--- config.mk ---
export PLATFORM = sky130hd
export DESIGN_NAME = conv_border_framer
export DESIGN_NICKNAME = d
export VERILOG_FILES = /design/src/rtl/conv_pkg.sv /design/src/rtl/conv_border_framer_raster_counter.sv /design/src/rtl/conv_border_framer.sv
export SDC_FILE = /design/constraint.sdc
export NUM_CORES = 1
export LEC_CHECK = 0
export BUFFER_PORTS_ARGS = -buffer_cell sky130_fd_sc_hd__buf_4
export CORE_MARGIN = 4
export CORE_UTILIZATION = 57
export DETAILED_ROUTE_END_ITERATION = 16
export PLACE_DENSITY = 0.85
export SYNTH_ARGS = -nofsm -noshare
export SYNTH_HDL_FRONTEND = slang
export SYNTH_HIERARCHICAL = 1
export SYNTH_SLANG_ARGS = --single-unit
--- constraint.sdc ---
create_clock -name clk -period 5.4 [get_ports clk]
set_input_delay 0.81 -clock clk [delete_from_list [all_inputs] [get_ports clk]]
set_output_delay 0.81 -clock clk [all_outputs]
set_load 0.01 [all_outputs]
--- src/rtl/conv_pkg.sv ---
// Constants and types shared by the convolution filter, the border framer
// and the frame-buffer writer.
package conv_pkg;
  localparam int W      = 30;
  localparam int WIDTH  = 320;
  localparam int HEIGHT = 240;
  localparam int BORDER = 2;

  typedef logic [W-1:0] pixel_t;

  typedef enum logic {
    IDLE = 1'b0,
    RUN  = 1'b1
  } framer_state_t;
endpackage

--- src/rtl/conv_border_framer_raster_counter.sv ---
// Column/row raster counter with synchronous clear and advance; wraps at the
// end of each line and at the end of the frame.
module raster_counter
  import conv_pkg::*;
#(
  parameter int WIDTH  = conv_pkg::WIDTH,
  parameter int HEIGHT = conv_pkg::HEIGHT
) (
  input  logic                      clk,
  input  logic                      reset,
  input  logic                      i_clear,
  input  logic                      i_advance,
  output logic [$clog2(WIDTH)-1:0]  o_col,
  output logic [$clog2(HEIGHT)-1:0] o_row,
  output logic                      o_last_col,
  output logic                      o_last_pixel
);
  localparam int CW = $clog2(WIDTH);
  localparam int RW = $clog2(HEIGHT);
  localparam logic [CW-1:0] COL_MAX = CW'(WIDTH - 1);
  localparam logic [RW-1:0] ROW_MAX = RW'(HEIGHT - 1);

  logic [CW-1:0] r_col;
  logic [RW-1:0] r_row;
  logic          w_last_row;

  assign w_last_row   = (r_row == ROW_MAX);
  assign o_last_col   = (r_col == COL_MAX);
  assign o_last_pixel = o_last_col & w_last_row;
  assign o_col        = r_col;
  assign o_row        = r_row;

  always_ff @(posedge clk or posedge reset) begin
    if (reset) begin
      r_col <= '0;
      r_row <= '0;
    end else if (i_clear) begin
      r_col <= '0;
      r_row <= '0;
    end else if (i_advance) begin
      if (o_last_col) begin
        r_col <= '0;
        r_row <= w_last_row ? '0 : r_row + 1'b1;
      end else begin
        r_col <= r_col + 1'b1;
      end
    end
  end
endmodule

--- src/rtl/conv_border_framer.sv ---
// Frames the 5x5 filter output stream: raster coordinates, border fill,
// SOF/EOL tagging, frame_start re-sync and dropping of out-of-frame beats.
module conv_border_framer
  import conv_pkg::*;
#(
  parameter int             W            = conv_pkg::W,
  parameter int             WIDTH        = conv_pkg::WIDTH,
  parameter int             HEIGHT       = conv_pkg::HEIGHT,
  parameter int             BORDER       = conv_pkg::BORDER,
  parameter logic [W-1:0]   BORDER_COLOR = '0
) (
  input  logic         clk,
  input  logic         reset,
  input  logic         frame_start,
  input  logic [W-1:0] x_data,
  input  logic         x_valid,
  output logic         x_ready,
  output logic [W-1:0] y_data,
  output logic         y_valid,
  input  logic         y_ready,
  output logic         y_sof,
  output logic         y_eol,
  output logic         frame_done,
  output logic [7:0]   resync_count,
  output logic [15:0]  drop_count
);
  localparam int CW = $clog2(WIDTH);
  localparam int RW = $clog2(HEIGHT);
  localparam logic [CW-1:0] COL_LO = CW'(BORDER);
  localparam logic [CW-1:0] COL_HI = CW'(WIDTH - BORDER);
  localparam logic [RW-1:0] ROW_LO = RW'(BORDER);
  localparam logic [RW-1:0] ROW_HI = RW'(HEIGHT - BORDER);

  framer_state_t r_state;
  logic [W-1:0]  r_y_data;
  logic          r_y_valid, r_y_sof, r_y_eol, r_y_last;
  logic [7:0]    r_resync;
  logic [15:0]   r_drop;

  logic [CW-1:0] w_col;
  logic [RW-1:0] w_row;
  logic          w_last_col, w_last_pixel;
  logic          w_accept, w_clear, w_advance, w_border;

  assign x_ready  = ~r_y_valid | y_ready;
  assign w_accept = x_valid & x_ready;
  assign w_border = (w_col < COL_LO) | (w_col >= COL_HI) |
                    (w_row < ROW_LO) | (w_row >= ROW_HI);

  // The beat at the current coordinates is emitted before any clear takes effect.
  always_comb begin
    w_clear   = 1'b0;
    w_advance = 1'b0;
    if (r_state == IDLE) begin
      w_clear = frame_start;
    end else if (w_accept & w_last_pixel) begin
      w_clear = 1'b1;
    end else if (frame_start) begin
      w_clear = 1'b1;
    end else if (w_accept) begin
      w_advance = 1'b1;
    end
  end

  raster_counter #(
    .WIDTH (WIDTH),
    .HEIGHT(HEIGHT)
  ) u_raster (
    .clk         (clk),
    .reset       (reset),
    .i_clear     (w_clear),
    .i_advance   (w_advance),
    .o_col       (w_col),
    .o_row       (w_row),
    .o_last_col  (w_last_col),
    .o_last_pixel(w_last_pixel)
  );

  always_ff @(posedge clk or posedge reset) begin
    if (reset) begin
      r_state   <= IDLE;
      r_y_data  <= '0;
      r_y_valid <= 1'b0;
      r_y_sof   <= 1'b0;
      r_y_eol   <= 1'b0;
      r_y_last  <= 1'b0;
      r_resync  <= '0;
      r_drop    <= '0;
    end else begin
      if (w_accept && r_state == RUN) begin
        r_y_valid <= 1'b1;
        r_y_data  <= w_border ? BORDER_COLOR : x_data;
        r_y_sof   <= (w_col == '0) & (w_row == '0);
        r_y_eol   <= w_last_col;
        r_y_last  <= w_last_pixel;
      end else if (y_ready) begin
        r_y_valid <= 1'b0;
      end

      if (r_state == IDLE) begin
        if (w_accept && r_drop != 16'hFFFF) r_drop <= r_drop + 1'b1;
        if (frame_start) r_state <= RUN;
      end else begin
        // A frame_start on the final pixel simply begins the next frame.
        if (w_accept & w_last_pixel) begin
          r_state <= frame_start ? RUN : IDLE;
        end else if (frame_start && r_resync != 8'hFF) begin
          r_resync <= r_resync + 1'b1;
        end
      end
    end
  end

  assign y_data       = r_y_data;
  assign y_valid      = r_y_valid;
  assign y_sof        = r_y_sof;
  assign y_eol        = r_y_eol;
  assign frame_done   = r_y_valid & y_ready & r_y_last;
  assign resync_count = r_resync;
  assign drop_count   = r_drop;
endmodule

==> results.md, run 1 <==
- Status: completed
- Async set-reset flop share out of synthesis: 1.00
- Final hold slack: 393 ps
- Worst path bufs/invs: 0
- Netlist cell types: 48
- Maximum root-to-sink buffer count: 2
- Top Ports: between 90 and 100
- Net Count, Synth: between 300 and 400
- Clk slew on worst S/H paths: 80 ps
- RSZ-0062 raised after global routing: no
- Mapped Area: between 3000 and 4000 sq um
- Remaining Overflow, GRT: 0
- Hold WC Path Type: input pin to asynchronous set/reset pin
- Post-synth top area share: 0.530
- Final critical-path setup slack: roughly 2000 ps
- Seq cells post-synth: between 70 and 80
- Crit end category: register
- Wirelength per Cell: 17.6 um
- First drt pass iteration count: 5
- Syn. warnings: 6
- Post-layout min period: ~3400 ps
- Clk Latency, worst-skew pair: ~340 ps
- Design Power: 1.22 mW
- Main synth FF type: dfrtp_1
- Cell Pwr Density: approximately 270 nW/um^2
- Detailed placement HPWL: roughly 6200 um
- Crit path largest cell delay: about 780 ps
- Synth top area cells: dfrtp_1 (53%), a32o_1 (8.4%), xor2_1 (5.1%)
- Vias/cell: between 6 and 7
- Area growth from synthesis to layout: 25.2%
- CP required: 5650 ps
- FMAX: between 200 and 300 MHz
- Worst path top cell family by delay: simple AND/OR/NAND/NOR gates
- Crit path kind: register to register
- Clock Tree Root: clkbuf_8
- DIE HEIGHT: roughly 87 um
- CTS sink count: between 70 and 80
- Post-place setup slack: about 2100 ps
- Vias in the first global route: between 3000 and 4000
- Max cap viols: 0
- Total Wirelength: 8580 um
- Drc violations: 0
- Crit path cell chain: ha_1 > and4_1 > nand3_1 > nor2_1 > nor3_1 > and2_1 > nand3_4 > or4_1 > a31oi_1
- Part of the cycle the worst path needs: 0.627
- CP Launch Type: register
- Average size of a mapped cell: around 11 sq um
- Inst Count DP: 472
- Leakage power: about 2.1 nW
- Tightest Pin Transition: between 1000 and 1500 ps
- Drt first-iter violations: 170
- Most common cell in the netlist: dfrtp_1
- Max Clock Skew: ~8.7 ps
- Largest fanout on the critical path: 10
- Area leader, netlist: dfrtp_1
- Total Routing Usage GR: 0.236
- Nets: roughly 450
- First-pass GRT wire length: 14100 um
- # Post-CTS Setup Buffers: 0
- Final Max Tran Viols: 0
- Slew headroom: 0.191
- Top cells by count, synth: dfrtp_1 (76), a32o_1 (30), nand2_1 (25)
- H-tree lvl count: 3
- Via count: 3032
- Final Hold Vio Count: 0
- Cells after Synth: around 320
- Critical path's slowest cell: nor3_1
- Final Util: 0.745
- Die width: approximately 87 um
- Dpl cell area: 4300 sq um
- Rows: 28
- Finished Cell Area: 4490 sq um
- Hold buffers post-CTS: 0
- Initial Util: 0.595
- Antenna violations before repair: 0
- Non-filler cells, final: slightly below 500
- CTS Buf Count: 9
- Crit path DAT: approximately 3600 ps
- Seq/Total Area, Yosys: 0.530
- Share of cells above drive strength 1: 0.315
- Largest net degree at the start of global routing: 50
- TNS Setup: 0 ps
- VDD IR-drop max: roughly 0.00027 V
- Gpl congestion: approximately 0.92
- Final setup viols: 0
- CTS tree: built
- Core ar.: about 6000 sq um
- Fill count: slightly above 400
- # port buffers: a little over 90
- Die ar.: 7620 sq um
- Post-synth EDFFs: 0
- ANT cells: 0
- Post-cts resize count: 0
- Antenna Nets Post-Route: 0
[registers in the layout (all words and copies together), names as in the netlist, 8 cells and up]
| register | cells |
|---|---|
| drop_count | 16 |
| resync_count | 8 |
| u_raster/o_col | 9 |
| u_raster/o_row | 8 |
| y_data | 30 |
[path summary, 6_finish.rpt]
path | startpoint | end | slack [ps] | cells past startpoint
worst max-delay path | u_raster/o_col[0] | u_raster/o_row[7] | 2020 | 9
worst min-delay path | reset | drop_count[9] | 390 | 2
worst max register to register | u_raster/o_col[0] | u_raster/o_row[7] | 2020 | 9
worst min register to register | y_data[23] | y_data[23] | 500 | 1
max in group asynchronous | reset | resync_count[6] | 4140 | 3
min in group clk | y_data[23] | y_data[23] | 500 | 1
[worst reg2reg max path, delay by kind of cell, from the launching register on]
kind	cells	cell delay (ps)
and+or+nand+nor	7	2430
DFF	1	440
adders and majority gates	1	260
AOI/OAI and AO/OA	1	170
[per-layer routing]
layer | up-vias | wire length (um) | global-route usage
met3 | 17 | 725 | 0.0549
met5 | - | 0 | 0
met1 | 1480 | 3320 | 0.302
li1 | 1381 | - | -
met4 | 0 | 190 | 0.105
met2 | 154 | 4340 | 0.382
[where the power goes]
group          switching, mW  internal (mW)  total, mW  leakage (nW)
sequential            0.0457          0.600      0.646          1.02
combinational         0.0874         0.0849      0.172          1.03
clock                  0.208          0.195      0.403        0.0892
[cell families (layout without fill, tap and decap cells)]
| family | Yosys count | after routing | share of synthesized area |
|---|---|---|---|
| xor gates and xnor gates | 24 | 24 | 0.0586 |
| muxes | 7 | 7 | 0.0220 |
| adders and majority gates | 4 | 4 | 0.0140 |
| buffers and inverters | 25 | 121 | 0.0373 |
| AOI/OAI and AO/OA | 60 | 60 | 0.138 |
| and+or+nand+nor | 121 | 121 | 0.200 |
| DFF | 76 | 76 | 0.530 |
[layout by cell type, fill, tap and decap left out, drive strengths merged, types with 3 or more instances in the layout]
cell	synthesis	routed
buf	10	96
a31oi	5	5
xor2	21	21
nor2b	3	3
nor3	16	16
clkbuf	6	12
nand2	25	25
nand3	16	16
nor2	14	14
or4	6	6
o211ai	3	3
mux2	7	7
and3	3	3
a32o	30	30
nand4	9	9
nor4	10	10
ha	4	4
dfrtp	76	76
a21oi	9	9
nand2b	6	6
nor3b	3	3
xnor2	3	3
o21ai	5	5
inv	9	10
and4	3	3
[final cells by class]
class	count	area, sq um	area share
multi-input combinational	216	1550	0.346
clock inverter	4	32.5	0.00724
clock buffer	12	155	0.0346
sequential	76	1900	0.424
timing repair buffer	96	721	0.160
tap	75	93.8	0.0209
inverter	9	33.8	0.00752
No activity file was read; power rests on OpenSTA's default activity.
==> run 2, diff against run 1 <==
--- a/config.mk
+++ b/config.mk
@@ -7,9 +7,9 @@
 export LEC_CHECK = 0
 export BUFFER_PORTS_ARGS = -buffer_cell sky130_fd_sc_hd__buf_4
 export CORE_MARGIN = 4
-export CORE_UTILIZATION = 57
+export CORE_UTILIZATION = 53
 export DETAILED_ROUTE_END_ITERATION = 16
-export PLACE_DENSITY = 0.85
+export PLACE_DENSITY = 0.8
 export SYNTH_ARGS = -nofsm -noshare
 export SYNTH_HDL_FRONTEND = slang
 export SYNTH_HIERARCHICAL = 1
==> constraint.sdc (replaced) <==
create_clock -name clk -period 3.2 [get_ports clk]
set_input_delay 0.48 -clock clk [delete_from_list [all_inputs] [get_ports clk]]
set_output_delay 0.48 -clock clk [all_outputs]
set_load 0.01 [all_outputs]
==> run 2 against run 1 <==
  * Sequential power grew 69%
  * Final cell count grew 0.82%
  * Clock-buffer cell count shrank 2
  * Worst hold slack lost 170 ps
  * Via count shrank 1.9%
  * Non-clock buffer count grew 3
  * Fmax grew 21%
  * Clock power grew 81%
  * Clock skew grew 6.3 ps
  * Combinational power grew 69%
  * First-iteration DRC count grew 100%
  * Highest routed layer unchanged
==> results.md, run 2 (same netlist as run 1, synthesis figures left out) <==
- Hold WC Path Type: input pin to asynchronous set/reset pin
- # port buffers: between 90 and 100
- Nets: 450
- Area growth from synthesis to layout: 26.2%
- Flop pwr share: 0.516
- Via count: between 2000 and 3000
- Final critical-path setup slack: around 410 ps
- CTS tree: built
- Status: completed
- Most frequent cells in the layout: buf_4 (99), dfrtp_1 (76), a32o_1 (30)
- Rows: 29
- Die width: 90.3 um
- Reg2Reg Depth: 9
- Post-cts resize count: 0
- FMAX: 358 MHz
- H-tree lvl count: 3
- Crit end category: register
- Most common cell after layout, fill and taps aside: buf_4
- Slew headroom: 0.183
- Top Ports: 94
- RR Endpoint: u_raster/o_col[7]
- CP Launch Type: register
- Final Max Tran Viols: 0
- Hold buffers post-CTS: 0
- Remaining Overflow, GRT: 0
- Drc violations: 0
- RSZ-0062 raised after global routing: no
- Largest fanout on the critical path: 10
- Vias/cell: slightly above 6
- CP dominant cell by count: nor2_1
- First drt pass iteration count: 5
- # Post-CTS Setup Buffers: 0
- Max Clock Skew: around 15 ps
- Final setup viols: 0
- Clk slew on worst S/H paths: 80 ps
- Antenna violations before repair: 0
- Antenna Nets Post-Route: 0
- Crit path DAT: between 3000 and 4000 ps
- Vias in the first global route: ~3000
- CTS sink count: 76
- Total Routing Usage GR: 0.220
- Core ar.: between 6000 and 7000 sq um
- Leakage power: 2.16 nW
- CP required: 3420 ps
- Cell Pwr Density: ~470 nW/um^2
- Post-layout min period: 2790 ps
- Maximum root-to-sink buffer count: 2
- First-pass GRT wire length: 14600 um
- Wirelength per Cell: about 18 um
- Clk Latency, worst-skew pair: about 350 ps
- Initial Util: 0.555
- R2R Setup Slk: between 400 and 500 ps
- Crit path kind: register to register
- Sw Ratio: 0.271
- Share of cells above drive strength 1: 0.320
- Detailed placement HPWL: slightly above 6000 um
- Total Wirelength: ~8700 um
- Clock power share: 0.346
- Max reg flops: 30
- Max cap viols: 0
- Final Util: 0.701
- Design Power: approximately 2.1 mW
- Crit path cell chain: ha_1 > and4_1 > nand3_1 > nor2_1 > a41o_1 > o211ai_1 > nor3_1 > xnor2_1 > nor2_1
- VDD IR-drop max: roughly 0.00036 V
- Largest net degree at the start of global routing: 34
- Clock Tree Root: clkbuf_8
- TNS Setup: 0 ps
- Switch Pwr: around 0.57 mW
- Tightest Pin Transition: ~1200 ps
- DIE HEIGHT: between 90 and 100 um
- Gpl congestion: 0.908
- Combinational power share: 0.138
- Die ar.: 8150 sq um
- Post-place setup slack: 491 ps
- Final Hold Vio Count: 0
- Part of the cycle the worst path needs: 0.873
- CTS Buf Count: 9
- Drt first-iter violations: 340
- Worst reg2reg path startpoint: u_raster/o_col[0]
- Cell Int Power: 1.54 mW
- Crit path largest cell delay: ~440 ps
- ANT cells: 0
- Critical path's slowest cell: a41o_1
[run 2: changes by cell type in the layout (fill, tap and decap cells not counted)]
| cell | previous run | this run |
|---|---|---|
| buf_4 | 96 | 99 |
| bufinv_16 | 0 | 1 |
| clkbuf_1 | 1 | 0 |
| clkbuf_8 | 11 | 10 |
| clkinv_2 | 0 | 1 |
| clkinvlp_4 | 2 | 1 |
[run 2: per-stage QoR]
stage	hold slack, ps	instances	cell area, sq um
after floorplan	406	317	3590
after global placement	474	477	4330
after detailed placement	482	477	4330
after CTS	235	492	4530
after global routing	276	492	4530
final	222	492	4530
[run 2: worst max path at each step]
stage | from | end | slack (ps) | cells past startpoint
6_report | u_raster/o_col[0] | u_raster/o_col[7] | 410 | 9
5_1_grt | u_raster/o_col[0] | u_raster/o_col[7] | 20 | 9
4_1_cts | u_raster/o_col[0] | u_raster/o_col[7] | 440 | 9
3_5_place_dp | u_raster/o_col[0] | u_raster/o_row[7] | 490 | 9
3_3_place_gp | u_raster/o_col[0] | u_raster/o_row[7] | 620 | 9
2_1_floorplan | u_raster/o_row[0] | u_raster/o_row[7] | 640 | 12
[run 2: critical path, delay by kind of cell (launching register included)]
| kind | cells | cell delay (ps) |
|---|---|---|
| AOI/OAI and AO/OA | 2 | 640 |
| xor gates and xnor gates | 1 | 150 |
| adders and majority gates | 1 | 210 |
| DFF | 1 | 430 |
| and+or+nand+nor | 5 | 1250 |
[run 2: power groups by stage]
| stage | Clock (mW) | Sequential, mW | Combinational (mW) |
|---|---|---|---|
| after global routing | 0.787 | 1.10 | 0.325 |
| after global placement | 0 | 1.10 | 0.287 |
| final | 0.731 | 1.09 | 0.291 |
| after CTS | 0.747 | 1.09 | 0.297 |
| after floorplan | 0 | 1.11 | 0.125 |
| after detailed placement | 0 | 1.10 | 0.297 |
[run 2: area by class of cell]
type	instances	area, sq um
Inverter	9	33.8
Sequential cell	76	1900
Fill cell	499	1930
Tap cell	77	96.3
Multi-Input combinational cell	216	1550
Clock inverter	5	60.1
Clock buffer	10	138
Timing Repair Buffer	99	743
[run 2: routing by layer]
layer	up-vias	track usage	wire length, um
li1	1382	-	-
met1	1473	0.274	3510
met2	111	0.371	4490
met3	8	0.0500	560
met4	0	0.0906	97
met5	-	0	0
==> run 3, diff against run 2 <==
--- a/config.mk
+++ b/config.mk
@@ -10,6 +10,7 @@
 export CORE_UTILIZATION = 53
 export DETAILED_ROUTE_END_ITERATION = 16
 export PLACE_DENSITY = 0.8
+export SETUP_SLACK_MARGIN = 0.5
 export SYNTH_ARGS = -nofsm -noshare
 export SYNTH_HDL_FRONTEND = slang
 export SYNTH_HIERARCHICAL = 1
==> run 3 against run 2 <==
  * Final cell count did not move
  * Combinational power hardly changed
  * Critical path depth did not move
  * Register-to-register slack better by 300 ps
  * Largest power group unchanged
==> results.md, run 3 (same netlist as run 1, synthesis figures left out) <==
- FMAX: about 400 MHz
- Hold buffers post-CTS: 0
- Part of the cycle the worst path needs: 0.781
- Nets: 450
- Max reg flops: 30
- Via count: slightly below 3000
- Status: completed
- RSZ-0062 raised after global routing: no
- CTS tree: built
- Crit path DAT: 2760 ps
- Top Ports: 94
- Most common cell after layout, fill and taps aside: buf_4
- Clock Tree Root: clkbuf_8
- TNS Setup: 0 ps
- Post-layout min period: about 2500 ps
- Total Wirelength: around 8700 um
- Antenna Nets Post-Route: 0
- Final Max Tran Viols: 0
- RR Endpoint: u_raster/o_row[7]
- Clk slew on worst S/H paths: roughly 80 ps
- Vias in the first global route: between 2000 and 3000
- Area growth from synthesis to layout: 27.0%
- Max cap viols: 0
- Crit path largest cell delay: roughly 440 ps
- Die ar.: between 8000 and 9000 sq um
- Detailed placement HPWL: approximately 6100 um
- Non-filler cells, final: 492
- CP Launch Type: register
- Final Hold Vio Count: 0
- Final Util: 0.705
- CTS Buf Count: 9
- Reg2Reg Depth: 9
- Total Routing Usage GR: 0.220
- Tightest Pin Transition: 1240 ps
- Crit path cell chain: ha_1 > and4_2 > nand3_2 > nor2_2 > nor3_2 > and2_4 > nand3_4 > or4_1 > a31oi_1
- CP required: ~3500 ps
- ANT cells: 0
- R2R Setup Slk: about 700 ps
- Largest fanout on the critical path: 10
- Drc violations: 0
- Die width: around 90 um
- Final setup viols: 0
- # port buffers: between 90 and 100
- Antenna violations before repair: 0
- Maximum root-to-sink buffer count: 2
- Final hold slack: 224 ps
- First-pass GRT wire length: approximately 15000 um
- Core ar.: about 6500 sq um
- Max Clock Skew: approximately 14 ps
- Inst Count DP: 477
- Initial Util: 0.555
- Crit path kind: register to register
- Worst reg2reg path startpoint: u_raster/o_col[0]
- Rows: 29
- Vias/cell: about 6.1
- Most frequent cells in the layout: buf_4 (99), dfrtp_1 (76), a32o_1 (30)
- Gpl congestion: between 0.9 and 1
- DIE HEIGHT: between 90 and 100 um
- Share of cells above drive strength 1: 0.340
- Hold WC Path Type: input pin to asynchronous set/reset pin
- Slew headroom: 0.175
- CTS sink count: 76
- Remaining Overflow, GRT: 0
- Wirelength per Cell: 17.7 um
- First drt pass iteration count: 5
- VDD IR-drop max: about 0.00037 V
- Drt first-iter violations: 270
- Leakage power: 2.16 nW
- Crit end category: register
- Clk Latency, worst-skew pair: around 340 ps
- H-tree lvl count: 3
- Critical path's slowest cell: dfrtp_1
- Cell Pwr Density: between 400 and 500 nW/um^2
- Largest net degree at the start of global routing: 34
[run 3: cell type report]
cell class | instances | area (sq um)
well taps | 77 | 96.3
repair buffers | 99 | 743
multi-input cells | 216 | 1580
flip-flops and latches | 76 | 1900
clock buffers | 10 | 138
fillers | 494 | 1910
inverters | 9 | 33.8
clock inverters | 5 | 60.1
[run 3: per-stage QoR]
step,instance area [sq um],power [mW],setup WS (ps)
final,4550,2.11,701
after global routing,4550,2.21,556
after CTS,4530,2.13,564
after detailed placement,4330,1.40,491
after global placement,4330,1.39,620
after floorplan,3590,1.24,641
[run 3: per-layer routing]
metal / up-vias / track usage / part of all wire
met1: 1485 / 0.272 / 0.41
met3: 15 / 0.0483 / 0.063
li1: 1378 / - / -
met2: 100 / 0.372 / 0.52
met5: - / 0 / 0
met4: 0 / 0.0893 / 0.015
[run 3: repair_timing]
item	in CTS	in global routing
buffers inserted	0	0
hold endpoints to repair	0	0
resized for setup	2	7
setup endpoints to repair	3	6
[run 3: power by group]
part | internal, mW | leakage (nW) | switching (mW)
combinational | 0.145 | 1.05 | 0.147
clock | 0.380 | 0.0987 | 0.350
sequential | 1.01 | 1.02 | 0.0756
[run 3: worst max-delay path by stage]
stage | endpoint | startpoint
after floorplan | u_raster/o_row[7] | u_raster/o_row[0]
after global placement | u_raster/o_row[7] | u_raster/o_col[0]
after detailed placement | u_raster/o_row[7] | u_raster/o_col[0]
after CTS | u_raster/o_row[7] | u_raster/o_col[0]
after global routing | u_raster/o_row[7] | u_raster/o_col[0]
final | u_raster/o_row[7] | u_raster/o_col[0]
[run 3: critical path, delay by kind of cell (launching register included)]
family / cells / cell delay, ps
flops: 1 / 440
simple gates: 7 / 1590
compound gates: 1 / 160
fa+ha+maj: 1 / 250
